[src/rtl/seq_frame_pkg.sv]
// -----------------------------------------------------------------------------
// seq_frame_pkg
// Shared definitions for the serial frame transmitter: FSM state encodings,
// the sync marker and the stuffing threshold.
// The PARITY code is reserved here in every build. The transmitter only uses
// it when SEQ_FRAME_TX_PARITY_EN is defined.
// -----------------------------------------------------------------------------
package seq_frame_pkg;

  localparam int STATE_W = 3;

  localparam logic [STATE_W-1:0] ENC_IDLE   = 3'b000;
  localparam logic [STATE_W-1:0] ENC_SYNC   = 3'b001;
  localparam logic [STATE_W-1:0] ENC_DATA   = 3'b010;
  localparam logic [STATE_W-1:0] ENC_STUFF  = 3'b011;
  localparam logic [STATE_W-1:0] ENC_PARITY = 3'b100;
  localparam logic [STATE_W-1:0] ENC_GAP    = 3'b101;

  typedef enum logic [STATE_W-1:0] {
    IDLE   = ENC_IDLE,
    SYNC   = ENC_SYNC,
    DATA   = ENC_DATA,
    STUFF  = ENC_STUFF,
    PARITY = ENC_PARITY,
    GAP    = ENC_GAP
  } state_t;

  localparam int                SYNC_W       = 4;
  localparam logic [SYNC_W-1:0] SYNC_PATTERN = 4'b1110;
  localparam int                SYNC_CNT_W   = $clog2(SYNC_W);

  // A zero is forced after this many consecutive ones on the line.
  localparam int STUFF_THRESH = 2;
  localparam int RUN_W        = $clog2(STUFF_THRESH + 1);

  // Marker bit for sync position idx, with the MSB sent first.
  function automatic logic sync_bit(input logic [SYNC_CNT_W-1:0] idx);
    logic [SYNC_W-1:0] pat;
    pat = SYNC_PATTERN << idx;
    return pat[SYNC_W-1];
  endfunction

endpackage

[src/rtl/seq_frame_tx_if.sv]
// -----------------------------------------------------------------------------
// seq_frame_tx_if
// Payload handshake and serial line bundle for seq_frame_tx.
//   in_data/in_valid : payload word from the producer
//   in_ready         : transmitter can accept a word
//   tx_bit/tx_en     : registered serial line and frame-bit qualifier
//   state            : FSM state for debug
// The master modport is the payload producer. The slave modport is the
// transmitter.
// -----------------------------------------------------------------------------
interface seq_frame_tx_if
  import seq_frame_pkg::*;
#(
  parameter int DATA_W = 8
);
  logic [DATA_W-1:0]  in_data;
  logic               in_valid;
  logic               in_ready;
  logic               tx_bit;
  logic               tx_en;
  logic [STATE_W-1:0] state;

  modport master (
    output in_data, in_valid,
    input  in_ready, tx_bit, tx_en, state
  );

  modport slave (
    input  in_data, in_valid,
    output in_ready, tx_bit, tx_en, state
  );
endinterface

[src/rtl/seq_frame_stuffer.sv]
// -----------------------------------------------------------------------------
// seq_frame_stuffer
// Tracks the run of consecutive ones put on the line and asks for a stuffed
// zero when the bit being emitted completes a run of STUFF_THRESH ones.
//   clk, rst    : clock, synchronous active-high reset
//   clear       : zero the run counter (takes priority over bit_emitted)
//   bit_emitted : a stuffing-relevant bit goes out on this edge
//   bit_value   : value of that bit
//   stuff_req   : combinational; the next line bit must be a stuffed 0
// -----------------------------------------------------------------------------
module seq_frame_stuffer
  import seq_frame_pkg::*;
(
  input  logic clk,
  input  logic rst,
  input  logic clear,
  input  logic bit_emitted,
  input  logic bit_value,
  output logic stuff_req
);

  logic [RUN_W-1:0] run_cnt;

  // NOTE: state registers take non-blocking assignments so every flop samples
  // pre-edge values, independent of statement order.
  always_ff @(posedge clk) begin
    if (rst) begin
      run_cnt <= '0;
    end else if (clear) begin
      run_cnt <= '0;
    end else if (bit_emitted) begin
      run_cnt <= bit_value ? run_cnt + 1'b1 : '0;
    end
  end

  // Look ahead: the decision has to be made on the same edge that emits the
  // run-completing one, so the FSM can branch straight into STUFF.
  assign stuff_req = bit_emitted && bit_value &&
                     (run_cnt == RUN_W'(STUFF_THRESH - 1));

endmodule

[src/rtl/seq_frame_tx.sv]
// -----------------------------------------------------------------------------
// seq_frame_tx
// Serial frame transmitter. A frame is the marker 1110 followed by the payload
// MSB first. A zero is stuffed after every pair of ones, so 111 appears only
// in the marker. One line bit is sent per clock. tx_bit and tx_en are
// registered, so they lag the FSM state by one cycle.
//   clk, rst : clock, synchronous active-high reset
//   bus      : seq_frame_tx_if.slave (in_data, in_valid, in_ready, tx_bit,
//              tx_en, state)
// Optional build macro SEQ_FRAME_TX_PARITY_EN adds an even-parity bit after the
// payload. The parity bit also takes part in stuffing.
// -----------------------------------------------------------------------------
module seq_frame_tx
  import seq_frame_pkg::*;
#(
  parameter int DATA_W = 8
) (
  input  logic          clk,
  input  logic          rst,
  seq_frame_tx_if.slave bus
);

  localparam int CNT_W = $clog2(DATA_W + 1);

`ifdef SEQ_FRAME_TX_PARITY_EN
  localparam state_t TAIL_ST = PARITY;
`else
  localparam state_t TAIL_ST = GAP;
`endif

  state_t                state_q, state_d;
  logic [DATA_W-1:0]     shreg;
  logic [CNT_W-1:0]      bit_cnt;     // payload bits still to send
  logic [SYNC_CNT_W-1:0] sync_cnt;
  logic                  tx_bit_q, tx_en_q;
  logic                  emit_bit, emit_en;
  logic                  accept;
  logic                  stf_emit, stf_value, stf_clear, stuff_req;
`ifdef SEQ_FRAME_TX_PARITY_EN
  logic                  par_acc;     // XOR of payload bits sent so far
  logic                  par_sent;
`endif

  assign bus.in_ready = (state_q == IDLE) && !rst;
  assign accept       = bus.in_valid && bus.in_ready;
  assign bus.tx_bit   = tx_bit_q;
  assign bus.tx_en    = tx_en_q;
  assign bus.state    = state_q;

  // Stuffer inputs come straight from the state register. That keeps them
  // out of the next-state block that consumes stuff_req.
`ifdef SEQ_FRAME_TX_PARITY_EN
  assign stf_emit  = (state_q == DATA) || (state_q == PARITY);
  assign stf_value = (state_q == PARITY) ? par_acc : shreg[DATA_W-1];
`else
  assign stf_emit  = (state_q == DATA);
  assign stf_value = shreg[DATA_W-1];
`endif
  assign stf_clear = (state_q == IDLE) || (state_q == SYNC) || (state_q == STUFF);

  seq_frame_stuffer u_stuffer (
    .clk         (clk),
    .rst         (rst),
    .clear       (stf_clear),
    .bit_emitted (stf_emit),
    .bit_value   (stf_value),
    .stuff_req   (stuff_req)
  );

  // NOTE: every output of this block gets a default first, so no path leaves
  // a variable unassigned and no latch can be inferred.
  always_comb begin
    state_d  = state_q;
    emit_bit = 1'b0;
    emit_en  = 1'b0;
    case (state_q)
      IDLE: begin
        if (accept) state_d = SYNC;
      end
      SYNC: begin
        emit_en  = 1'b1;
        emit_bit = sync_bit(sync_cnt);
        if (sync_cnt == SYNC_CNT_W'(SYNC_W - 1)) state_d = DATA;
      end
      DATA: begin
        emit_en  = 1'b1;
        emit_bit = shreg[DATA_W-1];
        if (stuff_req)                    state_d = STUFF;
        else if (bit_cnt == CNT_W'(1))    state_d = TAIL_ST;
      end
      STUFF: begin
        emit_en = 1'b1;
        if (bit_cnt != '0)                state_d = DATA;
`ifdef SEQ_FRAME_TX_PARITY_EN
        else if (!par_sent)               state_d = PARITY;
`endif
        else                              state_d = GAP;
      end
`ifdef SEQ_FRAME_TX_PARITY_EN
      PARITY: begin
        emit_en  = 1'b1;
        emit_bit = par_acc;
        state_d  = stuff_req ? STUFF : GAP;
      end
`endif
      GAP: begin
        state_d = IDLE;
      end
      // Unused codes return to IDLE with the line quiet.
      default: begin
        state_d = IDLE;
      end
    endcase
  end

  always_ff @(posedge clk) begin
    if (rst) begin
      state_q  <= IDLE;
      tx_bit_q <= 1'b0;
      tx_en_q  <= 1'b0;
      shreg    <= '0;
      bit_cnt  <= '0;
      sync_cnt <= '0;
`ifdef SEQ_FRAME_TX_PARITY_EN
      par_acc  <= 1'b0;
      par_sent <= 1'b0;
`endif
    end else begin
      state_q  <= state_d;
      tx_bit_q <= emit_bit;
      tx_en_q  <= emit_en;
      if (accept) begin
        shreg    <= bus.in_data;
        bit_cnt  <= CNT_W'(DATA_W);
        sync_cnt <= '0;
`ifdef SEQ_FRAME_TX_PARITY_EN
        par_acc  <= 1'b0;
        par_sent <= 1'b0;
`endif
      end
      // sync_cnt wraps back to zero as the marker completes.
      if (state_q == SYNC) sync_cnt <= sync_cnt + 1'b1;
      if (state_q == DATA) begin
        shreg   <= shreg << 1;
        bit_cnt <= bit_cnt - 1'b1;
`ifdef SEQ_FRAME_TX_PARITY_EN
        par_acc <= par_acc ^ shreg[DATA_W-1];
`endif
      end
`ifdef SEQ_FRAME_TX_PARITY_EN
      if (state_q == PARITY) par_sent <= 1'b1;
`endif
    end
  end

endmodule

[src/flat_wrapper.sv]
// flat-port wrapper written by rule: the top's interface ports become plain ports
module seq_frame_tx_flat import seq_frame_pkg::*;
#(
  parameter int DATA_W = 8
)
  (clk, rst, bus_in_data, bus_in_valid, bus_in_ready, bus_tx_bit, bus_tx_en, bus_state);
  seq_frame_tx_if #(.DATA_W(DATA_W)) bus_i ();
  input  logic clk;
  input  logic rst;
  input wire logic [$bits(bus_i.in_data)-1:0] bus_in_data;
  input wire logic [$bits(bus_i.in_valid)-1:0] bus_in_valid;
  output wire logic [$bits(bus_i.in_ready)-1:0] bus_in_ready;
  output wire logic [$bits(bus_i.tx_bit)-1:0] bus_tx_bit;
  output wire logic [$bits(bus_i.tx_en)-1:0] bus_tx_en;
  output wire logic [$bits(bus_i.state)-1:0] bus_state;
  assign bus_i.in_data = bus_in_data;
  assign bus_i.in_valid = bus_in_valid;
  assign bus_in_ready = bus_i.in_ready;
  assign bus_tx_bit = bus_i.tx_bit;
  assign bus_tx_en = bus_i.tx_en;
  assign bus_state = bus_i.state;
  seq_frame_tx #(.DATA_W(DATA_W)) u_core (.clk(clk), .rst(rst), .bus(bus_i));
endmodule
[config.mk]
export PLATFORM = sky130hd
export DESIGN_NAME = seq_frame_tx_flat
export DESIGN_NICKNAME = d
export VERILOG_FILES = /design/src/rtl/seq_frame_pkg.sv /design/src/rtl/seq_frame_tx_if.sv /design/src/rtl/seq_frame_stuffer.sv /design/src/rtl/seq_frame_tx.sv /design/src/flat_wrapper.sv
export SDC_FILE = /design/constraint.sdc
export NUM_CORES = 1
export LEC_CHECK = 0
export CELL_PAD_IN_SITES_DETAIL_PLACEMENT = 0
export CELL_PAD_IN_SITES_GLOBAL_PLACEMENT = 2
export CORE_MARGIN = 8
export CORE_UTILIZATION = 35
export CTS_BUF_LIST = sky130_fd_sc_hd__clkbuf_8
export DETAILED_ROUTE_END_ITERATION = 6
export PLACE_DENSITY = 0.86
export SETUP_SLACK_MARGIN = 0.02
export SKIP_LAST_GASP = 1
export SLEW_MARGIN = 10
export SYNTH_ARGS = -nofsm -noshare
export SYNTH_HDL_FRONTEND = slang
export SYNTH_SLANG_ARGS = --single-unit
[constraint.sdc]
create_clock -name clk -period 2.3 [get_ports clk]
set_clock_uncertainty 0.05 [all_clocks]
set_input_delay 0.23 -clock clk [delete_from_list [all_inputs] [get_ports clk]]
set_output_delay 0.23 -clock clk [all_outputs]
set_load 0.03 [all_outputs]
# Yosys cells after proc, flatten, opt, wreduce, memory -nomap -nowiden
# Cells that the tools add are included.
[word_totals]
register_bits = 21
word_cells = 51
out_inout_bits = 6
input_bits = 11
[op_classes]
n_shift = 1
muxes = 15
n_addsub = 3
eq_ne = 9
n_reduce_logical = 15
[op_table]
columns = ["operator", "n"]
rows = [
  ["$mux W8", 2],
  ["$mux W3", 5],
  ["$pmux W3 S4", 1],
  ["$mux W4", 2],
  ["$eq A3 B2 Y1 const B", 2],
  ["$mux W2", 3],
  ["$add A2 B1 Y2 const B", 2],
  ["$eq A4 B1 Y1 const B", 1],
  ["$logic_and A1 B1 Y1", 4],
  ["$ne A2 B1 Y1 const B", 2],
  ["$reduce_bool A2 Y1", 2],
  ["$reduce_bool A4 Y1", 1],
  ["$reduce_or A2 Y1", 2],
  ["$shl A4 B2 Y4 const A", 1],
  ["$sub A4 B1 Y4 const B", 1],
  ["$eq A3 B1 Y1 const B", 1],
  ["$logic_not A3 Y1", 1],
  ["$ne A3 B1 Y1 const B", 1],
  ["$reduce_and A3 Y1", 1],
  ["$reduce_or A3 Y1", 1],
  ["$eq A2 B1 Y1 const B", 1],
  ["$eq A2 B2 Y1 const B", 1],
  ["$logic_or A1 B1 Y1", 2],
  ["$pmux W1 S2", 1],
  ["other kinds (2)", 2],
]

# Longest topological paths before layout
# Gate-level depths: netlist of the first run.
[logic_depth]
ltp_word = 5
mapped_depth = 6

# By module
# A second synthesis of the first run with hierarchy kept.
[hier_totals]
cells_unflattened = 127
hier_area_um2 = 1134.8
[modules_own_cells]
columns = ["module", "area_each_um2", "cells_each", "instances"]
rows = [
  ["seq_frame_tx", 1028.5, 116, 1],
  ["seq_frame_stuffer", 106.4, 11, 1],
]

# Least setup slack after synthesis of the first run
# Ideal clock, no wire load.
[synth_timing]
kind = "register to register"
from = "register u_core.state_q[0] (netlist: u_core.bus.state[0])"
to = "register u_core.shreg[1]"
t_arrival_ns = 1.625
path_stages_with_launch = 7
path_slack_ns = 0.534
setup_ns = 0.091
synth_period_minus_slack_ns = 1.766
cell_sequence = "dfxtp_1 > or4_1 > buf_2 > clkinv_2 > buf_6 > nand3_1 > a311oi_1"
[synth_via]
elab_chain_len = 4
elab_cells_between_ends = 6
classes_between = "eq/ne (1); mux (1); reduce/logical (4)"
[synth_rtl]
columns = ["element", "line_no", "source"]
rows = [
  ["from (decl)", "seq_frame_tx.sv:31", "state_t state_q, state_d;"],
  ["from (signal assigned)", "seq_frame_tx.sv:129", "state_q <= state_d;"],
  ["$logic_not A3 Y1", "seq_frame_tx.sv:44", "assign bus.in_ready = (state_q == IDLE) && !rst;"],
  ["$logic_and A1 B1 Y1", "seq_frame_tx.sv:44", ""],
  ["net bus_in_ready", "flat_wrapper.sv:12", "output wire logic [$bits(bus_i.in_ready)-1:0] bus_in_ready;"],
  ["$logic_and A1 B1 Y1", "seq_frame_tx.sv:45", "assign accept = bus.in_valid && bus.in_ready;"],
  ["$reduce_bool A2 Y1 (no line)", "--", ""],
  ["to (signal assigned)", "seq_frame_tx.sv:133", "shreg <= bus.in_data;"],
  ["to (signal assigned)", "seq_frame_tx.sv:144", "shreg <= shreg << 1;"],
  ["to (decl)", "seq_frame_tx.sv:32", "logic [DATA_W-1:0] shreg;"],
]
# The timed path passes the listed nets, and every way through them passes these cells.
# A chain may end at the register's enable or synchronous reset.

# Final worst setup path of the first run
[layout_timing]
from = "register u_core.state_q[0] (netlist: u_core.bus.state[0])"
to = "output bus_in_ready"
[layout_via]
elab_chain_len = 2
[layout_rtl]
columns = ["element", "line_no"]
rows = [
  ["$logic_not A3 Y1", "seq_frame_tx.sv:44"],
  ["$logic_and A1 B1 Y1", "seq_frame_tx.sv:44"],
  ["to (decl)", "flat_wrapper.sv:12"],
]
# Every way passes these cells.

==> flow_metrics.env, run 1 <==
export IMPL_status="complete, no violations"
export IMPL_crit_end="bus_in_ready"
export IMPL_vias=1000
export IMPL_finalHoldViolCount=0
export IMPL_cp_startpoint="u_core.bus.state[0]"
export IMPL_synth_edf_count=0
export IMPL_track_usage_pct=10.8
export IMPL_grt_pass1_wl_um=4460
export IMPL_initial_core_util_pct=36.3
export IMPL_cp_max_fo=15
export IMPL_final_nets=160
export IMPL_rsz0062_at_grt="no"
export IMPL_synth_seq_area_share_pct=38.6
export IMPL_grt_pass1_vias=960
export IMPL_die_height_um=71.8
export IMPL_period_share_pct=85.8
export IMPL_ant_nets=0
export IMPL_max_stage_delay_ns=0.63
export IMPL_drive_above_1_share_pct=10.5
export IMPL_drt_initial_drc_count=56
export IMPL_synth_seq_cells=21
export IMPL_tightestPinTransition_ns=0.473
export IMPL_grt_ovfl_total=0
export IMPL_die_width_um=71.8
export IMPL_route_detailed_drc=0
export IMPL_ys_flop_type="dfxtp_1"
export IMPL_ioPinCount=17
export IMPL_syn_inst=128
export IMPL_finalSetupTns_ns=0
export IMPL_portBuffers=16
export IMPL_wl_per_cell_um=14.9
export IMPL_fin_util_pct=44.0
export IMPL_seqCellArea_um2=420
export IMPL_cts_hold_buf=0
export IMPL_fin_crit_ns=1.97
export IMPL_antenna_found_initial=0
export IMPL_routed_via_density=5.68
export IMPL_core_area_um2=3000
export IMPL_cts_sinks=21
export IMPL_grt_max_degree=23
export IMPL_cts_tree="built"
export IMPL_ff2ff_setup_slack_ns=0.52
export IMPL_fp_dieArea_um2=5150
export IMPL_syn_to_final_growth_pct=21.5
export IMPL_slew_headroom_pct=68.4
export IMPL_routabilityCongestion=0.734
export IMPL_p_leak_uw=0.000508
export IMPL_cts_path_max_buffers=2
export IMPL_criticalPathCategory="flip-flop to output port"
export IMPL_yosysUniqueCellTypes=43
export IMPL_multi_input_area_um2=586
export IMPL_cts_made_buffers=3
export IMPL_reg2reg_from="u_core.bus.state[1]"
export IMPL_hp_class="flip-flop to flip-flop"
export IMPL_yosys_warnings=0
export IMPL_fill_cells=306
export IMPL_drv_cap=0
export IMPL_syn_num_nets=144
export IMPL_dr_pass1_iters=4
export IMPL_fmax_mhz=507
export IMPL_root_buffer="clkbuf_8"
export IMPL_cp_required_ns=2.02
export IMPL_clkTransAtPathRegs_ns=0.08
export IMPL_drt_wl_total_um=2630
export IMPL_reg2regPathDepth=3
export IMPL_rows=20
export IMPL_syn_cell_area_um2=1090
export IMPL_insertedDiodeCount=0
export IMPL_ir_worst_vdd_uv=229
export IMPL_cts_setup_buffers=0
export IMPL_syn_avg_cell_area_um2=8.50
export IMPL_async_flop_share_pct=0
export IMPL_clock_latency_ns=0.26
export IMPL_dp_hpwl_um=1800
export IMPL_drv_slew=0
export IMPL_power_uw=818
export IMPL_setup_viol=0
export IMPL_worst_path_max_delay_cell="or4_1"
export IMPL_worstSetupStartpointType="flip-flop"
export IMPL_crit_arrival_ns=1.69
export IMPL_endpoint_kind="output port"
export IMPL_crit_chain="or4_1 > clkinv_2 > buf_4"
export IMPL_htree_levels=1
export IMPL_r2r_end="u_core.bit_cnt[2]"
export IMPL_cts_resized=0
export IMPL_powerDensity_nw_per_um2=619
[per-layer routing]
| layer | share of wire, % | routed length, um | vias to the layer above | track usage, % |
|---|---|---|---|---|
| li1 | - | - | 507 | - |
| met1 | 52 | 1360 | 465 | 13.5 |
| met2 | 41 | 1090 | 23 | 16.4 |
| met3 | 5.0 | 132 | 5 | 3.07 |
| met4 | 1.9 | 51 | 0 | 5.44 |
| met5 | 0 | 0 | - | 0 |
[layout by cell type, fill, tap and decap left out, types with 2 or more instances in the layout]
master,netlist,layout
dfxtp_1,21,21
clkdlybuf4s50_1,0,15
nor2_1,14,14
nand3_1,9,9
inv_1,7,8
o21ai_0,8,8
a311oi_1,7,7
a21oi_1,6,6
buf_4,0,6
ha_1,5,5
o211ai_1,4,4
nand2_1,3,3
clkbuf_8,0,3
or3b_2,2,2
o21a_1,2,2
and4b_1,2,2
nor3_1,2,2
a31oi_1,2,2
[cells in the mapped netlist (2+ instances only)]
cell type / number / share of area [%]
nand3_1: 9 / 4.1
a31oi_1: 2 / 1.1
o211ai_1: 4 / 2.8
nor2_1: 14 / 4.8
inv_1: 7 / 2.4
nor3_1: 2 / 0.92
a21oi_1: 6 / 2.8
and4b_1: 2 / 1.8
or3b_2: 2 / 1.6
nand2_1: 3 / 1.0
o21ai_0: 8 / 3.7
buf_2: 2 / 0.92
clkbuf_1: 6 / 2.1
a311oi_1: 7 / 5.6
ha_1: 5 / 5.7
dfxtp_1: 21 / 39
o21a_1: 2 / 1.4
[sequential cells by signal (all words and copies together), names as in the netlist]
name                      cells
u_core.bus.tx_bit             1
u_core.shreg                  8
u_core.sync_cnt               2
u_core.bit_cnt                4
u_core.bus.state              3
u_core.bus.tx_en              1
u_core.u_stuffer.run_cnt      2
[through the flow]
stage	hold slack [ns]	std cells	setup WS, ns	cell area, um^2
final	0.423	176	0.327	1320
after CTS	0.426	176	0.321	1320
after global routing	0.463	176	0.272	1320
after global placement	0.406	172	0.519	1280
after floorplan	0.355	128	0.534	1090
after detailed placement	0.414	172	0.500	1280
[report_power, final]
part           leakage (uW)  switching [uW]  total, uW  internal, uW
Clock             0.0000269             121        240           119
Combinational      0.000310            86.0        164          78.0
Sequential         0.000172            25.6        414           389
Total              0.000508             232        818           586
[cell families after synthesis]
| logic type | synth area share (%) |
|---|---|
| AO/OA/AOI/OAI | 25.4 |
| adder cells (fa/ha/maj) | 5.75 |
| buffers and inverters | 7.59 |
| flip-flops | 38.6 |
| multiplexers | 0.920 |
| AND/OR/NAND/NOR | 21.7 |
[worst min-delay path by stage]
stage	from	endpoint	slack [ns]	cells past startpoint
2_1_floorplan	bus_in_data[7]	u_core.shreg[7]	0.35	2
3_3_place_gp	u_core.u_stuffer.run_cnt[0]	u_core.u_stuffer.run_cnt[0]	0.41	2
3_5_place_dp	u_core.u_stuffer.run_cnt[0]	u_core.u_stuffer.run_cnt[0]	0.41	2
4_1_cts	u_core.u_stuffer.run_cnt[0]	u_core.u_stuffer.run_cnt[0]	0.43	2
5_1_grt	u_core.u_stuffer.run_cnt[0]	u_core.u_stuffer.run_cnt[0]	0.46	2
6_report	u_core.u_stuffer.run_cnt[0]	u_core.u_stuffer.run_cnt[0]	0.42	2
[final cells by class]
class                   count  share of cell area, %
flip-flops and latches     21                   31.8
repair buffers             21                   14.8
well taps                  33                   3.12
clock inverters             1                  0.284
inverters                   9                   2.65
multi-input cells          88                   44.3
clock buffers               3                   3.12
[critical path, delay by kind of cell (launching register included)]
kind | cells | cell delay (ns)
DFF | 1 | 0.46
buffers and inverters | 2 | 0.34
and+or+nand+nor | 1 | 0.63
Note: power is estimated with default switching activity, not from simulation.
==> run 2, diff against run 1 <==
- CORE_UTILIZATION: 35 -> 28
- CTS_BUF_LIST: sky130_fd_sc_hd__clkbuf_8 -> not set
- PLACE_DENSITY: 0.86 -> 0.74
- clock period: 2.3 -> 1.66 ns (I/O delays scaled with it)
==> run 2 against run 1 <==
First-iteration DRC count stayed put. Register-to-register slack worse by 0.43 ns. Cell area is 8.8% higher. Sequential power is 36% higher. Final cell count is 14% higher. Core utilization is 5.0 points lower. Critical path type is now primary input to output port. Highest routed layer unchanged. Critical endpoint unchanged. Largest power group unchanged. Clock-buffer cell count is 1 higher.
==> flow_metrics.env, run 2 (synthesized netlist as in run 1, its figures left out) <==
export IMPL_die_height_um=78.4
export IMPL_p_seq_share_pct=48.6
export IMPL_fp_dieArea_um2=6140
export IMPL_p_clk_share_pct=28.0
export IMPL_power_switching_uw=317
export IMPL_grt_pass1_wl_um=4370
export IMPL_whs_endpoint="u_core.u_stuffer.run_cnt[0]"
export IMPL_cp_max_fo=3
export IMPL_ioPinCount=17
export IMPL_root_buffer="clkbuf_8"
export IMPL_criticalPathCategory="primary input to output port"
export IMPL_slew_headroom_pct=79.4
export IMPL_intPower_uw=844
export IMPL_power_uw=1160
export IMPL_cts_sinks=21
export IMPL_layout_commonest_cell="dfxtp_1"
export IMPL_fin_ws_ns=0.0541
export IMPL_cts_hold_buf=0
export IMPL_hold_depth=2
export IMPL_dpl_instance_area_um2=1360
export IMPL_initial_core_util_pct=29.5
export IMPL_fmax_mhz=623
export IMPL_portBuffers=16
export IMPL_grt_max_degree=23
export IMPL_routabilityCongestion=0.805
export IMPL_ir_worst_vdd_uv=258
export IMPL_reg2reg_from="u_core.bus.state[0]"
export IMPL_cp_startpoint="rst"
export IMPL_drv_cap=0
export IMPL_finalInstanceArea_um2=1440
export IMPL_swShare_pct=27.3
export IMPL_tightestPinTransition_ns=0.308
export IMPL_status="complete, no violations"
export IMPL_track_usage_pct=8.54
export IMPL_cts_made_buffers=3
export IMPL_worstSetupStartpointType="primary input"
export IMPL_setup_viol=0
export IMPL_ff2ff_setup_slack_ns=0.09
export IMPL_core_area_um2=3690
export IMPL_p_leak_uw=0.000559
export IMPL_dr_pass1_iters=4
export IMPL_fin_util_pct=39.0
export IMPL_htree_levels=1
export IMPL_insertedDiodeCount=0
export IMPL_drv_slew=0
export IMPL_dp_hpwl_um=1970
export IMPL_final_nets=169
export IMPL_cts_tree="built"
export IMPL_clock_latency_ns=0.25
export IMPL_drive_above_1_share_pct=20.4
export IMPL_r2r_end="u_core.shreg[6]"
export IMPL_grt_ovfl_total=0
export IMPL_dp_slack_ns=-0.170
export IMPL_route_detailed_drc=0
export IMPL_powerDensity_nw_per_um2=807
export IMPL_period_share_pct=96.7
export IMPL_drt_initial_drc_count=56
export IMPL_routed_via_density=5.22
export IMPL_grt_pass1_vias=994
export IMPL_hp_start="u_core.u_stuffer.run_cnt[0]"
export IMPL_reg2regPathDepth=4
export IMPL_rows=22
export IMPL_cp_required_ns=1.44
export IMPL_die_width_um=78.4
export IMPL_wl_per_cell_um=13.2
export IMPL_syn_to_final_growth_pct=32.2
export IMPL_largest_register_ffs=8
export IMPL_ant_nets=0
export IMPL_fin_crit_ns=1.61
export IMPL_final_cell_mix="18 x dfxtp_1, 15 x buf_4, 14 x nor2_1, 14 x clkdlybuf4s50_1, 9 x nand3_1"
export IMPL_finalHoldViolCount=0
export IMPL_hp_class="flip-flop to flip-flop"
export IMPL_crit_arrival_ns=1.39
export IMPL_combinationalPowerShare_pct=23.4
export IMPL_endpoint_kind="output port"
export IMPL_antenna_found_initial=0
export IMPL_rsz0062_at_grt="yes"
export IMPL_cts_path_max_buffers=2
export IMPL_vias=1043
export IMPL_clkTransAtPathRegs_ns=0.07
export IMPL_top_register="u_core.shreg"
export IMPL_drt_wl_total_um=2650
## run 2: timing repair
item                       in CTS  in global routing
gates resized for setup         1                  4
pin swaps                       1                  1
buffers inserted                3                  0
setup endpoints to repair       2                  5
cloned                          0                  0
## run 2: layer usage
layer	up-vias	track usage [%]	wire, um
li1	524	-	-
met1	485	10.8	1370
met2	30	13.7	1140
met3	4	2.28	122
met4	0	2.78	16
met5	-	0	0
## run 2: final cells by class
type                    count  area (um^2)
repair buffers             30          262
inverters                   9         38.8
flip-flops and latches     21          429
well taps                  48         60.1
multi-input cells          88          604
fillers                   399         2250
clock buffers               4         45.0
## run 2: through the flow
step | hold slack (ns) | TNS (ns) | std cells
6_report | 0.433 | 0 | 200
5_1_grt | 0.462 | 0 | 200
4_1_cts | 0.434 | 0 | 200
3_5_place_dp | 0.423 | -1.12 | 193
3_3_place_gp | 0.404 | -1.11 | 193
2_1_floorplan | 0.291 | 0 | 128
## run 2: worst max-delay path by stage
stage          depth (start not counted)  slack, ns         endpoint
2_1_floorplan                          6       0.01  u_core.shreg[5]
6_report                               4       0.05     bus_in_ready
4_1_cts                                4       0.05     bus_in_ready
5_1_grt                                4       0.01     bus_in_ready
3_5_place_dp                           5      -0.17  u_core.shreg[3]
3_3_place_gp                           5      -0.15  u_core.shreg[3]
## run 2: worst max-delay path, stage by stage
cell and delay (ns):
clkdlybuf4s50_1 0.42, or4_4 0.58, clkinv_4 0.07, buf_4 0.15
## run 2: power groups by stage
| stage | clock [uW] | sequential [uW] | combinational [uW] |
|---|---|---|---|
| 6_report | 326 | 564 | 271 |
| 5_1_grt | 358 | 569 | 298 |
| 4_1_cts | 343 | 564 | 268 |
| 3_5_place_dp | 0 | 576 | 256 |
| 3_3_place_gp | 0 | 575 | 258 |
| 2_1_floorplan | 0 | 586 | 153 |
